`src/rtl/post_pkg.sv`:
```
// Shared types for the post clock/run controller: FSM encoding, STATUS codes
// and the prescaler tap clamp.
package post_pkg;

    // FSM state encoding; the values double as the STATUS output codes.
    typedef enum logic [1:0] {
        ST_IDLE   = 2'd0,
        ST_RUN    = 2'd1,
        ST_STEP   = 2'd2,
        ST_HALTED = 2'd3
    } post_state_e;

    localparam int unsigned STATUS_W       = 2;
    localparam logic [1:0]  STATUS_IDLE    = 2'd0;
    localparam logic [1:0]  STATUS_RUN     = 2'd1;
    localparam logic [1:0]  STATUS_STEP    = 2'd2;
    localparam logic [1:0]  STATUS_HALTED  = 2'd3;

    localparam int unsigned CYC_W          = 16;

    // Selected prescaler tap, clamped to the top prescaler bit.
    function automatic int unsigned clamp_tap(input int unsigned base,
                                              input int unsigned sel,
                                              input int unsigned max_tap);
        int unsigned sum;
        sum = base + sel;
        return (sum > max_tap) ? max_tap : sum;
    endfunction

endpackage

```
`src/rtl/post_btn_cond.sv`:
```
// Push-button conditioner: 2-flop synchronizer, DEB_LEN-sample debouncer and
// a registered one-cycle pulse on each accepted 0->1 transition.
module post_btn_cond #(
    parameter int unsigned DEB_LEN = 3
) (
    input  logic clk,
    input  logic rst_n,
    input  logic btn,
    output logic rise
);

    localparam int unsigned CNT_W   = (DEB_LEN > 1) ? $clog2(DEB_LEN) : 1;
    localparam logic [CNT_W-1:0] CNT_LAST = CNT_W'(DEB_LEN - 1);

    logic [1:0]       sync_q;
    logic             level_q;
    logic [CNT_W-1:0] cnt_q;
    logic             rise_q;

    // Two-stage synchronizer for the raw asynchronous button.
    always_ff @(posedge clk or negedge rst_n) begin
        if (!rst_n) begin
            sync_q <= 2'b00;
        end else begin
            sync_q <= {sync_q[0], btn};
        end
    end

    // Accept a new level only after DEB_LEN consecutive differing samples.
    always_ff @(posedge clk or negedge rst_n) begin
        if (!rst_n) begin
            level_q <= 1'b0;
            cnt_q   <= '0;
            rise_q  <= 1'b0;
        end else begin
            rise_q <= 1'b0;
            if (sync_q[1] != level_q) begin
                if (cnt_q == CNT_LAST) begin
                    level_q <= sync_q[1];
                    cnt_q   <= '0;
                    rise_q  <= sync_q[1];
                end else begin
                    cnt_q <= cnt_q + CNT_W'(1);
                end
            end else begin
                cnt_q <= '0;
            end
        end
    end

    assign rise = rise_q;

endmodule

```
`src/rtl/post_clk_run_ctrl.sv`:
```
// CPU clock-enable and run/step controller. A free-running prescaler with a
// runtime-selectable tap produces the tick; a four-state FSM gates it onto
// CPU_CE from conditioned RUN/STEP buttons. Optional CYC_CNT output is
// enabled by defining POST_CYCLE_CNT_EN.
module post_clk_run_ctrl
    import post_pkg::*;
#(
    parameter int unsigned DIV_W    = 26,
    parameter int unsigned SEL_W    = 4,
    parameter int unsigned BASE_TAP = 10,
    parameter int unsigned DEB_LEN  = 3
) (
    input  logic                CLK,
    input  logic                RST,
    input  logic [SEL_W-1:0]    SPEED_SEL,
    input  logic                MODE,
    input  logic                RUN,
    input  logic                STEP,
    input  logic                HALT_IN,
    output logic                CPU_CE,
    output logic                CPU_RUN,
`ifdef POST_CYCLE_CNT_EN
    output logic [STATUS_W-1:0] STATUS,
    output logic [CYC_W-1:0]    CYC_CNT
`else
    output logic [STATUS_W-1:0] STATUS
`endif
);

    localparam int unsigned MAX_TAP = DIV_W - 1;

    logic [DIV_W-1:0] presc_q;
    logic [SEL_W-1:0] sel_q;
    logic [DIV_W-1:0] tap_mask_c;
    logic             tick_c;
    int unsigned      tap_c;

    logic             run_rise;
    logic             step_rise;

    post_state_e      state_q;
    logic             cpu_ce_q;
    logic             cpu_run_q;

    // Free-running prescaler, wraps naturally.
    always_ff @(posedge CLK or negedge RST) begin
        if (!RST) begin
            presc_q <= '0;
        end else begin
            presc_q <= presc_q + DIV_W'(1);
        end
    end

    // Mask of prescaler bits [tap:0]; tick when all of them are ones.
    always_comb begin
        tap_c      = clamp_tap(BASE_TAP, 32'(sel_q), MAX_TAP);
        tap_mask_c = '0;
        for (int unsigned i = 0; i < DIV_W; i++) begin
            tap_mask_c[i] = (i <= tap_c);
        end
        tick_c = &(presc_q | ~tap_mask_c);
    end

    // Speed selector only changes at a period boundary.
    always_ff @(posedge CLK or negedge RST) begin
        if (!RST) begin
            sel_q <= '0;
        end else if (tick_c) begin
            sel_q <= SPEED_SEL;
        end
    end

    post_btn_cond #(.DEB_LEN(DEB_LEN)) u_run_btn (
        .clk   (CLK),
        .rst_n (RST),
        .btn   (RUN),
        .rise  (run_rise)
    );

    post_btn_cond #(.DEB_LEN(DEB_LEN)) u_step_btn (
        .clk   (CLK),
        .rst_n (RST),
        .btn   (STEP),
        .rise  (step_rise)
    );

    // Run/step FSM with registered CPU_CE and CPU_RUN.
    always_ff @(posedge CLK or negedge RST) begin
        if (!RST) begin
            state_q   <= ST_IDLE;
            cpu_ce_q  <= 1'b0;
            cpu_run_q <= 1'b0;
        end else begin
            cpu_ce_q <= 1'b0;
            case (state_q)
                ST_IDLE: begin
                    if (MODE && run_rise) begin
                        state_q   <= ST_RUN;
                        cpu_run_q <= 1'b1;
                    end else if (MODE && step_rise) begin
                        state_q   <= ST_STEP;
                        cpu_run_q <= 1'b1;
                    end
                end
                ST_RUN: begin
                    if (HALT_IN) begin
                        state_q   <= ST_HALTED;
                        cpu_run_q <= 1'b0;
                    end else if (!MODE) begin
                        state_q   <= ST_IDLE;
                        cpu_run_q <= 1'b0;
                    end else if (run_rise) begin
                        state_q   <= ST_IDLE;
                        cpu_run_q <= 1'b0;
                        cpu_ce_q  <= tick_c;
                    end else begin
                        cpu_ce_q  <= tick_c;
                    end
                end
                ST_STEP: begin
                    if (!MODE) begin
                        state_q   <= ST_IDLE;
                        cpu_run_q <= 1'b0;
                    end else if (tick_c) begin
                        cpu_ce_q  <= 1'b1;
                        cpu_run_q <= 1'b0;
                        state_q   <= HALT_IN ? ST_HALTED : ST_IDLE;
                    end
                end
                ST_HALTED: begin
                    if (!MODE || run_rise) begin
                        state_q   <= ST_IDLE;
                        cpu_run_q <= 1'b0;
                    end
                end
                default: begin
                    state_q   <= ST_IDLE;
                    cpu_run_q <= 1'b0;
                end
            endcase
        end
    end

    assign CPU_CE  = cpu_ce_q;
    assign CPU_RUN = cpu_run_q;
    assign STATUS  = state_q;

`ifdef POST_CYCLE_CNT_EN
    logic [CYC_W-1:0] cyc_q;

    // Saturating count of CPU_CE pulses, restarted whenever execution begins.
    always_ff @(posedge CLK or negedge RST) begin
        if (!RST) begin
            cyc_q <= '0;
        end else if (state_q == ST_IDLE && MODE && (run_rise || step_rise)) begin
            cyc_q <= '0;
        end else if (cpu_ce_q && (cyc_q != {CYC_W{1'b1}})) begin
            cyc_q <= cyc_q + CYC_W'(1);
        end
    end

    assign CYC_CNT = cyc_q;
`endif

endmodule

```
`config.mk`:
```
export PLATFORM = sky130hd
export DESIGN_NAME = post_clk_run_ctrl
export DESIGN_NICKNAME = d
export VERILOG_FILES = /design/src/rtl/post_pkg.sv /design/src/rtl/post_btn_cond.sv /design/src/rtl/post_clk_run_ctrl.sv
export SDC_FILE = /design/constraint.sdc
export NUM_CORES = 1
export LEC_CHECK = 0
export CAP_MARGIN = 5
export CORE_MARGIN = 1
export CORE_UTILIZATION = 35
export CTS_CLUSTER_SIZE = 10
export DETAILED_ROUTE_END_ITERATION = 10
export PLACE_DENSITY = 0.48
export SETUP_SLACK_MARGIN = 0.5
export SLEW_MARGIN = 20
export SYNTH_ARGS = -nofsm -noshare
export SYNTH_HDL_FRONTEND = slang
export SYNTH_HIERARCHICAL = 1
export SYNTH_SLANG_ARGS = --single-unit
```
`constraint.sdc`:
```
create_clock -name CLK -period 3.7 [get_ports CLK]
set_clock_uncertainty 0.1 [all_clocks]
set_input_delay 0.555 -clock CLK [delete_from_list [all_inputs] [get_ports CLK]]
set_output_delay 0.555 -clock CLK [all_outputs]
set_load 0.01 [all_outputs]
```
==> out/results.txt <==
clock root cell: clkbuf_8
CTS Buf Count: 5
GP Congestion: 0.767
Worst-Margin Slew: 0.581 ns
Worst EP arrival: 3.14 ns
vias per cell: 4.99
fill cell count: 689
RSZ-0062 raised after global routing: no
Max Cap Violations: 0
cts repair resizes: 0
initial antenna violation count: 0
Power Density: 444 mW/mm^2
Worst slew margin: 0.613
placed wire-length estimate: 3.48 mm
number of DRC markers in iteration 0: 134
n_diodes: 0
Post-Syn Area per Cell: 10.7 sq um
# Post-CTS Setup Buffers: 0
vias in the first global route: 1737
grt ovf: 0
most frequent cells in the layout: dfrtp_1 (46), xnor2_1 (22), nand2_1 (18)
CP Max Fanout: 16
Die ar.: 0.00742 sq mm
Reg clk slew, reported paths: 0.09 ns
CORE AREA: 0.00683 sq mm
share of post-route cells with drive strength above 1: 0.109
number of nets with antenna violations after routing: 0
leak pwr: 1.17 nW
status: complete, no violations
vias: 1710
FMAX: 328 MHz
clk buf depth: 2
final worst-path cycle share: 0.824
count of final hold-check violations: 0
Initial Util: 0.363
area leader, netlist: dfrtp_1
top cell type's share of synthesized area: 0.465
Unique masters post-synth: 52
sequential share of the synthesized area: 0.465
most common cell after layout, fill and taps aside: dfrtp_1
Max Slew Vio Count: 0
WP data required: 3.79 ns
number of synthesized flops with an enable pin: 0
CTS tree: built
Tmin final: 3.05 ns
DRT Wirelength: 4.94 mm
DR pass1 iterations: 4
Synthesis Warnings: 6
area grow syn2layout: 13.4%
worst hold path class: in -> async
setup tns final: 0 ns
Chip Width: 86.1 um
final net count: 263
clk_lat worst skew: 0.30 ns
# hold bufs at CTS: 0
flops & latches, synth: 46
CP Launch Type: register
Avg WL per Cell: 14.4 um
first-pass GRT wire length: 8.60 mm
area of the multi-input gates: 0.00125 sq mm
synthesized cell area: 0.00248 sq mm
die height: 86.1 um
critical path class: reg -> reg
H-tree lvl count: 2
register area: 0.00115 sq mm
GRT Total Usage: 0.150
Async S/R FF share, synth: 1.00
Post-synth top flop: dfrtp_1
Critical Path End Type: register
DRC viols: 0
CTS sink count: 46
final-report setup violation count: 0
IO Port Bufs: 13
Cells after Synth: 232
Syn Nets: 249
R2R cell count: 9
Row Count: 30
total power: 1.25 mW
largest net degree at the start of global routing: 47
VDD IR max: 0.172 mV
top cells by area, synth: dfrtp_1 (46%), xnor2_1 (7.8%), ha_1 (3.5%), nand2_1 (2.7%), nor3b_1 (2.1%)
I/O pins: 14
-- layer usage --
layer / part of all wire / vias to the layer above / wire length, um / GRT usage
met5: 0 / - / 0 / 0
met1: 0.53 / 837 / 2620 / 0.221
li1: - / 848 / - / -
met4: 0.011 / 0 / 55 / 0.0500
met3: 0.028 / 5 / 137 / 0.0289
met2: 0.43 / 20 / 2130 / 0.219
-- per-stage QoR --
step,hold slack [ns],std cells,cell area (sq um),setup slack [ns],util
final,0.149,343,2810,0.652,0.411
after global routing,0.194,343,2810,0.511,0.411
after CTS,0.260,343,2800,0.546,0.410
after detailed placement,0.236,335,2690,0.569,0.394
after global placement,0.233,335,2690,0.581,0.394
after floorplan,0.159,232,2480,1.03,-
-- final timing paths --
path | from | to | slack, ns
max in group asynchronous | RST | presc_q[5]$_DFF_PN0_ | 2.95
worst min register to register | u_run_btn/sync_q[0]$_DFF_PN0_ | u_run_btn/sync_q[1]$_DFF_PN0_ | 0.25
worst max register to register | sel_q[1]$_DFFE_PN0P_ | CPU_RUN$_DFFE_PN0P_ | 0.65
min in group CLK | u_run_btn/sync_q[0]$_DFF_PN0_ | u_run_btn/sync_q[1]$_DFF_PN0_ | 0.25
worst min-delay path | RST | STATUS[0]$_DFFE_PN0P_ | 0.15
worst max-delay path | sel_q[1]$_DFFE_PN0P_ | CPU_RUN$_DFFE_PN0P_ | 0.65
-- cells by family after synthesis --
group                      after synthesis  synth area share
and+or+nand+nor                         85             0.209
AOI/OAI and AO/OA                       41             0.123
adders and majority gates                7            0.0354
buffers and inverters                   18            0.0328
xor gates and xnor gates                27            0.0955
muxes                                    8            0.0399
DFF                                     46             0.465
-- sequential cells by signal, indices dropped and copies added (netlist names) --
name	flops
presc_q	26
sel_q	4
STATUS	2
u_run_btn/cnt_q	2
u_run_btn/sync_q	2
u_step_btn/cnt_q	2
u_step_btn/sync_q	2
CPU_CE	1
CPU_RUN	1
u_run_btn/level_q	1
u_run_btn/rise	1
u_step_btn/level_q	1
u_step_btn/rise	1
-- cell type report --
class | count | area share
well taps | 96 | 0.0428
multi-input cells | 168 | 0.444
flip-flops and latches | 46 | 0.410
clock buffers | 5 | 0.0245
clock inverters | 3 | 0.0160
inverters | 11 | 0.0147
repair buffers | 14 | 0.0481
-- worst max-delay path: stages, from the launching register on --
cell	delay [ns]
dfrtp_1	0.41
buf_4	0.20
ha_1	0.48
nor2b_1	0.26
o221a_2	0.27
o22ai_1	0.15
o211ai_1	0.17
nor4_4	0.40
o21ai_2	0.18
mux2_4	0.32
-- synth_stat cells (all sizes together), types with 2 or more instances --
library cell  instances
a21oi                 9
a22oi                 3
a31oi                 3
and2b                 3
and3                  4
and4                  3
buf                   5
clkbuf                2
dfrtp                46
ha                    7
inv                  11
mux2                  6
mux2i                 2
nand2                19
nand2b                8
nand3                 9
nand4                 6
nand4b                2
nor2                  8
nor2b                 6
nor3                  3
nor3b                 7
nor4                  2
o211ai                2
o21ai                11
xnor2                22
xor2                  5
-- report_power, final --
part / total [mW] / internal (mW) / switching, mW
clock network: 0.376 / 0.201 / 0.175
registers: 0.597 / 0.553 / 0.0433
logic: 0.273 / 0.153 / 0.120
Power figures use the tool's default switching activity.
